**config.mk**
```make
export PLATFORM = sky130hd
export DESIGN_NAME = leaf_out_port_tx
export DESIGN_NICKNAME = d
export VERILOG_FILES = /design/src/rtl/leaf_out_port_tx.sv
export SDC_FILE = /design/constraint.sdc
export NUM_CORES = 1
export LEC_CHECK = 0
export CAP_MARGIN = 5
export CELL_PAD_IN_SITES_DETAIL_PLACEMENT = 0
export CELL_PAD_IN_SITES_GLOBAL_PLACEMENT = 2
export CORE_MARGIN = 2
export CORE_UTILIZATION = 46
export CTS_CLUSTER_DIAMETER = 80
export DETAILED_ROUTE_END_ITERATION = 10
export DONT_BUFFER_PORTS = 1
export GPL_TIMING_DRIVEN = 0
export PLACE_DENSITY_LB_ADDON = 0.3
export SYNTH_ARGS = -nofsm -noshare
export SYNTH_HDL_FRONTEND = slang
export SYNTH_SLANG_ARGS = --single-unit
```
**constraint.sdc**
```tcl
create_clock -name clk -period 6.8 [get_ports clk]
set_input_delay 2.04 -clock clk [delete_from_list [all_inputs] [get_ports clk]]
set_output_delay 2.04 -clock clk [all_outputs]
set_load 0.005 [all_outputs]
```
**src/rtl/leaf_out_port_tx.sv**
```systemverilog
// leaf_out_port_tx: packetizes user words into BFT packets under credit-based flow control
module leaf_out_port_tx #(
  parameter int PACKET_BITS = 49,
  parameter int PAYLOAD_BITS = 32,
  parameter int NUM_LEAF_BITS = 5,
  parameter int NUM_PORT_BITS = 4,
  parameter int NUM_ADDR_BITS = 7
)(
  input  logic                     clk,
  input  logic                     reset,
  input  logic [PAYLOAD_BITS-1:0]  din_leaf_user2interface,
  input  logic                     vld_user2interface,
  output logic                     ack_interface2user,
  input  logic                     cfg_vld,
  input  logic [NUM_LEAF_BITS-1:0] cfg_dest_leaf,
  input  logic [NUM_PORT_BITS-1:0] cfg_dest_port,
  input  logic                     credit_vld,
  input  logic [NUM_ADDR_BITS-1:0] credit_inc,
  input  logic                     resend,
  input  logic                     pkt_ack,
  output logic [PACKET_BITS-1:0]   dout_leaf_interface2bft
);
  localparam logic [NUM_ADDR_BITS+1:0] CMAX = {2'b01, {NUM_ADDR_BITS{1'b0}}};
  logic [PAYLOAD_BITS-1:0] mem [2];
  logic wp, rp;
  logic [1:0] cnt;
  logic cfgd;
  logic [NUM_LEAF_BITS-1:0] leaf;
  logic [NUM_PORT_BITS-1:0] port;
  logic [NUM_ADDR_BITS:0] credits;
  logic [NUM_ADDR_BITS-1:0] addr;
  logic out_vld;
  logic [PACKET_BITS-2:0] out_pkt;
  logic push, load;
  logic [NUM_ADDR_BITS+1:0] sum;
  always_comb begin
    ack_interface2user = !cnt[1] && !reset;
    push = vld_user2interface && ack_interface2user;
    load = cfgd && cnt != 2'd0 && credits != '0 && !resend && (!out_vld || pkt_ack);
    sum = {1'b0, credits} + (credit_vld ? {2'b0, credit_inc} : '0) - {{(NUM_ADDR_BITS+1){1'b0}}, load};
    dout_leaf_interface2bft = out_vld && !resend ? {1'b1, out_pkt} : '0;
  end
  always_ff @(posedge clk)
    if (push) mem[wp] <= din_leaf_user2interface;
  always_ff @(posedge clk or posedge reset)
    if (reset) begin
      wp <= 1'b0;
      rp <= 1'b0;
      cnt <= 2'd0;
      cfgd <= 1'b0;
      leaf <= '0;
      port <= '0;
      credits <= CMAX[NUM_ADDR_BITS:0];
      addr <= '0;
      out_vld <= 1'b0;
      out_pkt <= '0;
    end else begin
      wp <= wp ^ push;
      rp <= rp ^ load;
      cnt <= cnt + {1'b0, push} - {1'b0, load};
      credits <= sum > CMAX ? CMAX[NUM_ADDR_BITS:0] : sum[NUM_ADDR_BITS:0];
      if (cfg_vld) begin
        cfgd <= 1'b1;
        leaf <= cfg_dest_leaf;
        port <= cfg_dest_port;
      end
      if (load) begin
        out_vld <= 1'b1;
        out_pkt <= {leaf, port, addr, mem[rp]};
        addr <= addr + NUM_ADDR_BITS'(1);
      end else if (pkt_ack && !resend)
        out_vld <= 1'b0;
    end
endmodule

```
==> results of run 1 <==
critical path: cells and delay by family:
family | cells | cell delay (ns)
buffers and inverters | 2 | 0.81
AND/OR/NAND/NOR | 2 | 0.51
final timing paths:
path / from / endpoint / slack, ns / depth (start not counted)
worst max-delay path: resend / dout_leaf_interface2bft[34] / 1.40 / 4
worst min-delay path: addr[6] / addr[6] / 0.47 / 1
worst max register to register: credits[7] / credits[1] / 2.59 / 16
worst min register to register: addr[6] / addr[6] / 0.47 / 1
max in group asynchronous: reset / out_pkt[12] / 4.79 / 2
min in group asynchronous: reset / port[1] / 1.44 / 1
final cells by class:
| cell class | count | share of cell area, % |
|---|---|---|
| Tap cell | 172 | 3.12 |
| Multi-Input combinational cell | 272 | 28.4 |
| Sequential cell | 142 | 56.2 |
| Clock buffer | 20 | 6.33 |
| Inverter | 32 | 1.78 |
| Timing Repair Buffer | 1 | 0.399 |
| Clock inverter | 12 | 2.43 |
| Buffer | 19 | 1.31 |
cells by family (layout without fill, tap and decap cells):
logic type / count (synthesis) / count (layout) / synth area share (%)
flops: 142 / 142 / 64.1
fa+ha+maj: 21 / 21 / 4.47
buf+inv: 51 / 84 / 3.48
simple gates: 127 / 127 / 10.7
xor+xnor: 14 / 14 / 2.03
mux: 59 / 59 / 10.3
compound gates: 51 / 51 / 4.81
flip-flops by register name (all words and copies together), names as in the netlist:
name     count
mem         64
rp           1
cnt          2
addr         7
cfgd         1
out_pkt     48
leaf         5
credits      8
out_vld      1
port         4
wp           1
metrics by stage:
stage,utilization [%],setup WS [ns]
global route,54.2,1.24
finish,54.2,1.40
CTS,54.2,1.29
detailed placement,49.4,1.14
global placement,49.2,1.16
floorplan,-,1.88
power breakdown:
part | internal [W] | switching, W | total (W)
combinational | 0.000396 | 0.000508 | 0.000905
clock | 0.000610 | 0.000334 | 0.000944
sequential | 0.00114 | 0.000107 | 0.00125
cell usage in the layout, fill, tap and decap left out, types with 3 or more instances in the layout:
cell / synthesis / layout
dfrtp_1: 77 / 77
edfxtp_1: 64 / 64
and2_1: 49 / 49
nor2_1: 43 / 43
a21oi_1: 38 / 38
mux2i_1: 33 / 33
inv_1: 32 / 31
mux2_2: 26 / 26
ha_1: 20 / 18
clkbuf_16: 0 / 17
nand2_1: 15 / 15
clkbuf_1: 10 / 13
xnor2_1: 11 / 11
buf_2: 6 / 6
a21o_1: 4 / 4
nand4_1: 4 / 4
bufinv_16: 0 / 4
clkinv_2: 0 / 4
buf_4: 3 / 3
and3_1: 3 / 3
xor2_1: 3 / 3
synthesized netlist by cell type (all sizes together):
master   number
a32oi         1
dfrtp        77
a2111oi       1
edfxtp       64
a31oi         1
or2           1
nand2        15
inv          32
nand4b        1
o211ai        1
dfstp         1
a41oi         1
nand4         4
mux2         26
xor2          3
a21o          4
nor4          2
and2         49
nor3          2
o21ai         2
nor2         43
and3          3
clkbuf       10
buf           9
ha           20
nor2b         1
a21oi        38
nand3         2
xnor2        11
fa            1
a21boi        1
a211o         1
nor3b         2
nand2b        2
mux2i        33
routing by layer:
layer  part of all wire (%)  GRT usage [%]
met1                     41           19.9
met2                     50           28.6
met3                    6.0           6.37
met4                    2.3           8.04
met5                      0              0
==> flow_summary.json, run 1 <==
{
  "fillCellCount": 1115,
  "cts_setup_buffers": 0,
  "die_area_mm2": 0.0141,
  "core-area_mm2": 0.0127,
  "totalPowerFinal_w": 0.00309,
  "cts_sinks": 142,
  "min_period_over_period_pct": 79.4,
  "maxCapViolCount": 0,
  "critPathLaunchType": "input port",
  "design_area_mm2": 0.00690,
  "hold_path.class": "flip-flop to flip-flop",
  "syn-instance-count": 465,
  "slowest_delay_ns": 0.43,
  "cts_root_buf": "clkbuf_16",
  "crit_top_cell": "clkbuf_1",
  "slew_headroom_pct": 40.1,
  "path_cells": "nor2b_1, clkbuf_1, clkbuf_1, and2_1",
  "p_per_area_mw_per_mm2": 449,
  "dpl_cell_area_mm2": 0.00629,
  "via_count": 3401,
  "cts_resized": 0,
  "clk_pin_slew_worst_paths_ns": 0.05,
  "path_max_fanout": 10,
  "grt_max_degree": 59,
  "post-route-min-period_ns": 5.40,
  "ys_warn_count": 0,
  "hold_viol_final": 0,
  "critical_path_class": "input port to output pin",
  "crit_slowest_cell": "clkbuf_1",
  "synthTopCellsByArea": "dfrtp_1 32%, edfxtp_1 32%, mux2i_1 5.5%",
  "dp_hpwl_mm": 7.63,
  "nets": 561,
  "antenna_cells": 0,
  "clock_path_buffers": 2,
  "ir_worst_vdd_mv": 0.168,
  "finalSetupViolations": 0,
  "ys_seq_area_share_pct": 64.1,
  "rsz0062_at_grt": "false",
  "vias_per_cell": 5.08,
  "io_pins": 105,
  "cts_inserted_buffers": 17,
  "synthesis.area_mm2": 0.00604,
  "slew_violations": 0,
  "p_leak_nw": 2.86,
  "grt_util_all_layers_pct": 17.3,
  "multiInputGateArea_mm2": 0.00196,
  "drive_above_1_share_pct": 14.1,
  "die_w_um": 119,
  "avgSynthCellArea_um2": 13.0,
  "status": "completed",
  "wl_per_cell_um": 16.8,
  "required_ns": 4.76,
  "synth_top_area_share_pct": 31.9,
  "gr-total-overflow": 0,
  "clkLatencyLatePin_ns": 0.42,
  "finClkSkew_ns": 0.00517,
  "fin_cells": 670,
  "worstSetupEndpointType": "output pin",
  "whs_ns": 0.470,
  "antenna_found_initial": 0,
  "grt_pass1_wl_mm": 18.3,
  "tritoncts": "done",
  "die_h_um": 119,
  "initial_utilization_pct": 47.5,
  "tightest_slew_ns": 0.899,
  "yosysTopAreaCell": "dfrtp_1",
  "worstPathArrival_ns": 3.36,
  "synth_nets": 541,
  "gp_congestion": 0.827,
  "wl_mm": 11.2,
  "setup_tns_ns": 0,
  "grt_pass1_vias": 3585,
  "first_pass_iters": 4,
  "drtIter0Drc": 159,
  "antenna_left": 0,
  "ys_ff_latch": 142,
  "synth_cell_types": 36,
  "max_freq_mhz": 185,
  "drc": 0,
  "cts_hold_buf": 0,
  "dp.cells": 638,
  "rows": 41,
  "numPortBuffers": 0,
  "area_growth_pct": 14.1,
  "final-seq-area_mm2": 0.00387,
  "htree_levels": 4
}
Power figures use the tool's default switching activity.
==> run 2: changes to the inputs <==
--- a/config.mk
+++ b/config.mk
@@ -9,7 +9,7 @@
 export CELL_PAD_IN_SITES_DETAIL_PLACEMENT = 0
 export CELL_PAD_IN_SITES_GLOBAL_PLACEMENT = 2
 export CORE_MARGIN = 2
-export CORE_UTILIZATION = 46
+export CORE_UTILIZATION = 43
 export CTS_CLUSTER_DIAMETER = 80
 export DETAILED_ROUTE_END_ITERATION = 10
 export DONT_BUFFER_PORTS = 1
==> constraint.sdc (replaced) <==
create_clock -name clk -period 5.4 [get_ports clk]
set_input_delay 1.62 -clock clk [delete_from_list [all_inputs] [get_ports clk]]
set_output_delay 1.62 -clock clk [all_outputs]
set_load 0.005 [all_outputs]
==> run 2 against run 1 <==
  * Non-clock buffer count stayed put
  * Wire length grew 2.6%
  * Worst setup slack worse by 0.85 ns
  * Largest cell class unchanged
  * Clock-buffer cell count decreased by 2
  * Critical endpoint is now credits[1]
  * Clock power grew 23%
  * Design area is essentially flat
  * Total power increased by 25%
  * Register-to-register slack worse by 1.5 ns
  * Die area rose by 6.7%
  * Sequential cell count unchanged
  * Cell count up 1.2%
==> flow_summary.json, run 2 (same netlist as run 1, synthesis figures left out) <==
{
  "cts_sinks": 142,
  "path_delay_family": "compound AO/OA/AOI/OAI gates",
  "p_leak_nw": 2.85,
  "wl_per_cell_um": 17.0,
  "p_sw_w": 0.00122,
  "grt_max_degree": 68,
  "met2_usage_pct": 27.0,
  "clock_path_buffers": 2,
  "antenna_cells": 0,
  "io_pins": 105,
  "critPathBufInv": 4,
  "clock_power_share_pct": 30.0,
  "antenna_left": 0,
  "setup_tns_ns": 0,
  "hold_path.class": "flip-flop to flip-flop",
  "finalSetupViolations": 0,
  "cts_inserted_buffers": 17,
  "rsz0062_at_grt": "false",
  "max_freq_mhz": 206,
  "vias_per_cell": 5.05,
  "path_max_fanout": 11,
  "die_h_um": 123,
  "r2r_slack_ns": 1.11,
  "tightest_slew_ns": 0.864,
  "grt-busiest-layer": "met2",
  "core-area_mm2": 0.0138,
  "gr-total-overflow": 0,
  "gp_congestion": 0.816,
  "slew_violations": 0,
  "dpl_cell_area_mm2": 0.00630,
  "fillCellCount": 1221,
  "nets": 561,
  "critPathLaunchType": "input port",
  "path_cells": "a2111oi_0, a21boi_2, buf_4, buf_2, ha_1, inv_1, ha_1, inv_1, fa_1, nand2b_1, a21oi_1, a21oi_1, o211ai_1, a41oi_1, nor3b_1",
  "ir_worst_vdd_mv": 0.239,
  "cts_hold_buf": 0,
  "dp.cells": 646,
  "drc": 0,
  "antenna_found_initial": 0,
  "slowest_delay_ns": 0.44,
  "design_area_mm2": 0.00690,
  "wl_mm": 11.5,
  "post-route-min-period_ns": 4.85,
  "p_per_area_mw_per_mm2": 562,
  "crit_slowest_cell": "a21boi_2",
  "worstSetupEndpointType": "flip-flop",
  "final_util_pct": 49.9,
  "rows": 43,
  "critical_path_class": "input port to flip-flop",
  "drive_above_1_share_pct": 14.3,
  "regMostFlops": "mem",
  "clk_pin_slew_worst_paths_ns": 0.06,
  "use_met1_pct": 19.6,
  "first_pass_iters": 4,
  "hold_viol_final": 0,
  "multiInputGateArea_mm2": 0.00196,
  "via_count": 3421,
  "final_cell_mix": "77 x dfrtp_1, 64 x edfxtp_1, 49 x and2_1, 43 x nor2_1, 38 x a21oi_1",
  "dp_hpwl_mm": 7.77,
  "cts_root_buf": "clkbuf_16",
  "min_period_over_period_pct": 89.7,
  "slew_headroom_pct": 42.4,
  "cts_setup_buffers": 0,
  "area_growth_pct": 14.2,
  "finClkSkew_ns": 0.00577,
  "power_frac_comb_pct": 29.6,
  "crit_path_start": "resend",
  "seqPwrFrac_pct": 40.4,
  "initial_utilization_pct": 43.7,
  "tritoncts": "done",
  "largest_reg_flops": 64,
  "drtIter0Drc": 164,
  "worstPathArrival_ns": 5.17,
  "die_area_mm2": 0.0150,
  "final-seq-area_mm2": 0.00387,
  "status": "completed",
  "clkLatencyLatePin_ns": 0.42,
  "use_met3_pct": 6.04,
  "grt_pass1_wl_mm": 18.1,
  "cts_resized": 0,
  "hold_path.startpoint": "cfgd",
  "reg_top3": "mem: 64 flops, out_pkt: 48 flops, credits: 8 flops",
  "htree_levels": 4,
  "numPortBuffers": 0,
  "maxCapViolCount": 0,
  "die_w_um": 123,
  "p_int_w": 0.00266,
  "fin_cells": 678,
  "final_common_cell": "dfrtp_1",
  "r2r-start": "credits[7]",
  "grt_pass1_vias": 3552,
  "grt_util_all_layers_pct": 16.4,
  "required_ns": 5.73,
  "swShare_pct": 31.4
}
run 2: cell types whose count changed in the layout (fill, tap and decap cells not counted), sizes merged:
cell	before	now
clkbuf	30	28
bufinv	4	3
inv	33	34
clkinv	5	7
run 2: area by class of cell:
type                    count  area share, %
well taps                 180           3.27
flip-flops and latches    142           56.2
plain buffers              19           1.31
clock buffers              18           6.22
repair buffers              1          0.399
inverters                  32           1.78
multi-input cells         272           28.4
clock inverters            14           2.41
run 2: metrics by stage:
| stage | total power [W] | worst slack (ns) | hold slack, ns |
|---|---|---|---|
| floorplan | 0.00247 | 0.899 | 0.437 |
| global placement | 0.00272 | 0.143 | 0.456 |
| detailed placement | 0.00275 | 0.170 | 0.458 |
| CTS | 0.00393 | 0.493 | 0.469 |
| global route | 0.00414 | 0.0592 | 0.487 |
| finish | 0.00388 | 0.554 | 0.466 |
run 2: worst register-to-register path, cell delays in order, from the launching register on:
cell and delay [ns]:
dfstp_2 0.53, nor4_1 0.05, a2111oi_0 0.48, a21boi_2 0.44
buf_4 0.27, buf_2 0.30, ha_1 0.29, inv_1 0.06
ha_1 0.18, inv_1 0.06, fa_1 0.38, nand2b_1 0.19
a21oi_1 0.21, a21oi_1 0.10, o211ai_1 0.26, a41oi_1 0.22
nor3b_1 0.22
run 2: power groups by stage:
| stage | Clock, W | Sequential [W] | Combinational [W] |
|---|---|---|---|
| after floorplan | 0 | 0.00155 | 0.000921 |
| after global placement | 0 | 0.00158 | 0.00114 |
| after detailed placement | 0 | 0.00159 | 0.00116 |
| after CTS | 0.00119 | 0.00157 | 0.00117 |
| after global routing | 0.00124 | 0.00160 | 0.00130 |
| final | 0.00116 | 0.00157 | 0.00115 |
run 2: metal layers:
| layer | vias up | wire length, um |
|---|---|---|
| li1 | 1644 | - |
| met1 | 1685 | 4910 |
| met2 | 75 | 5750 |
| met3 | 17 | 682 |
| met4 | 0 | 184 |
| met5 | - | 0 |
run 2: final timing paths:
check	end	cells past startpoint
max in group asynchronous	credits[7]	2
min in group asynchronous	port[2]	1
min reg2reg	cfgd	1
max	credits[1]	15
min	cfgd	1
max reg2reg	credits[1]	16
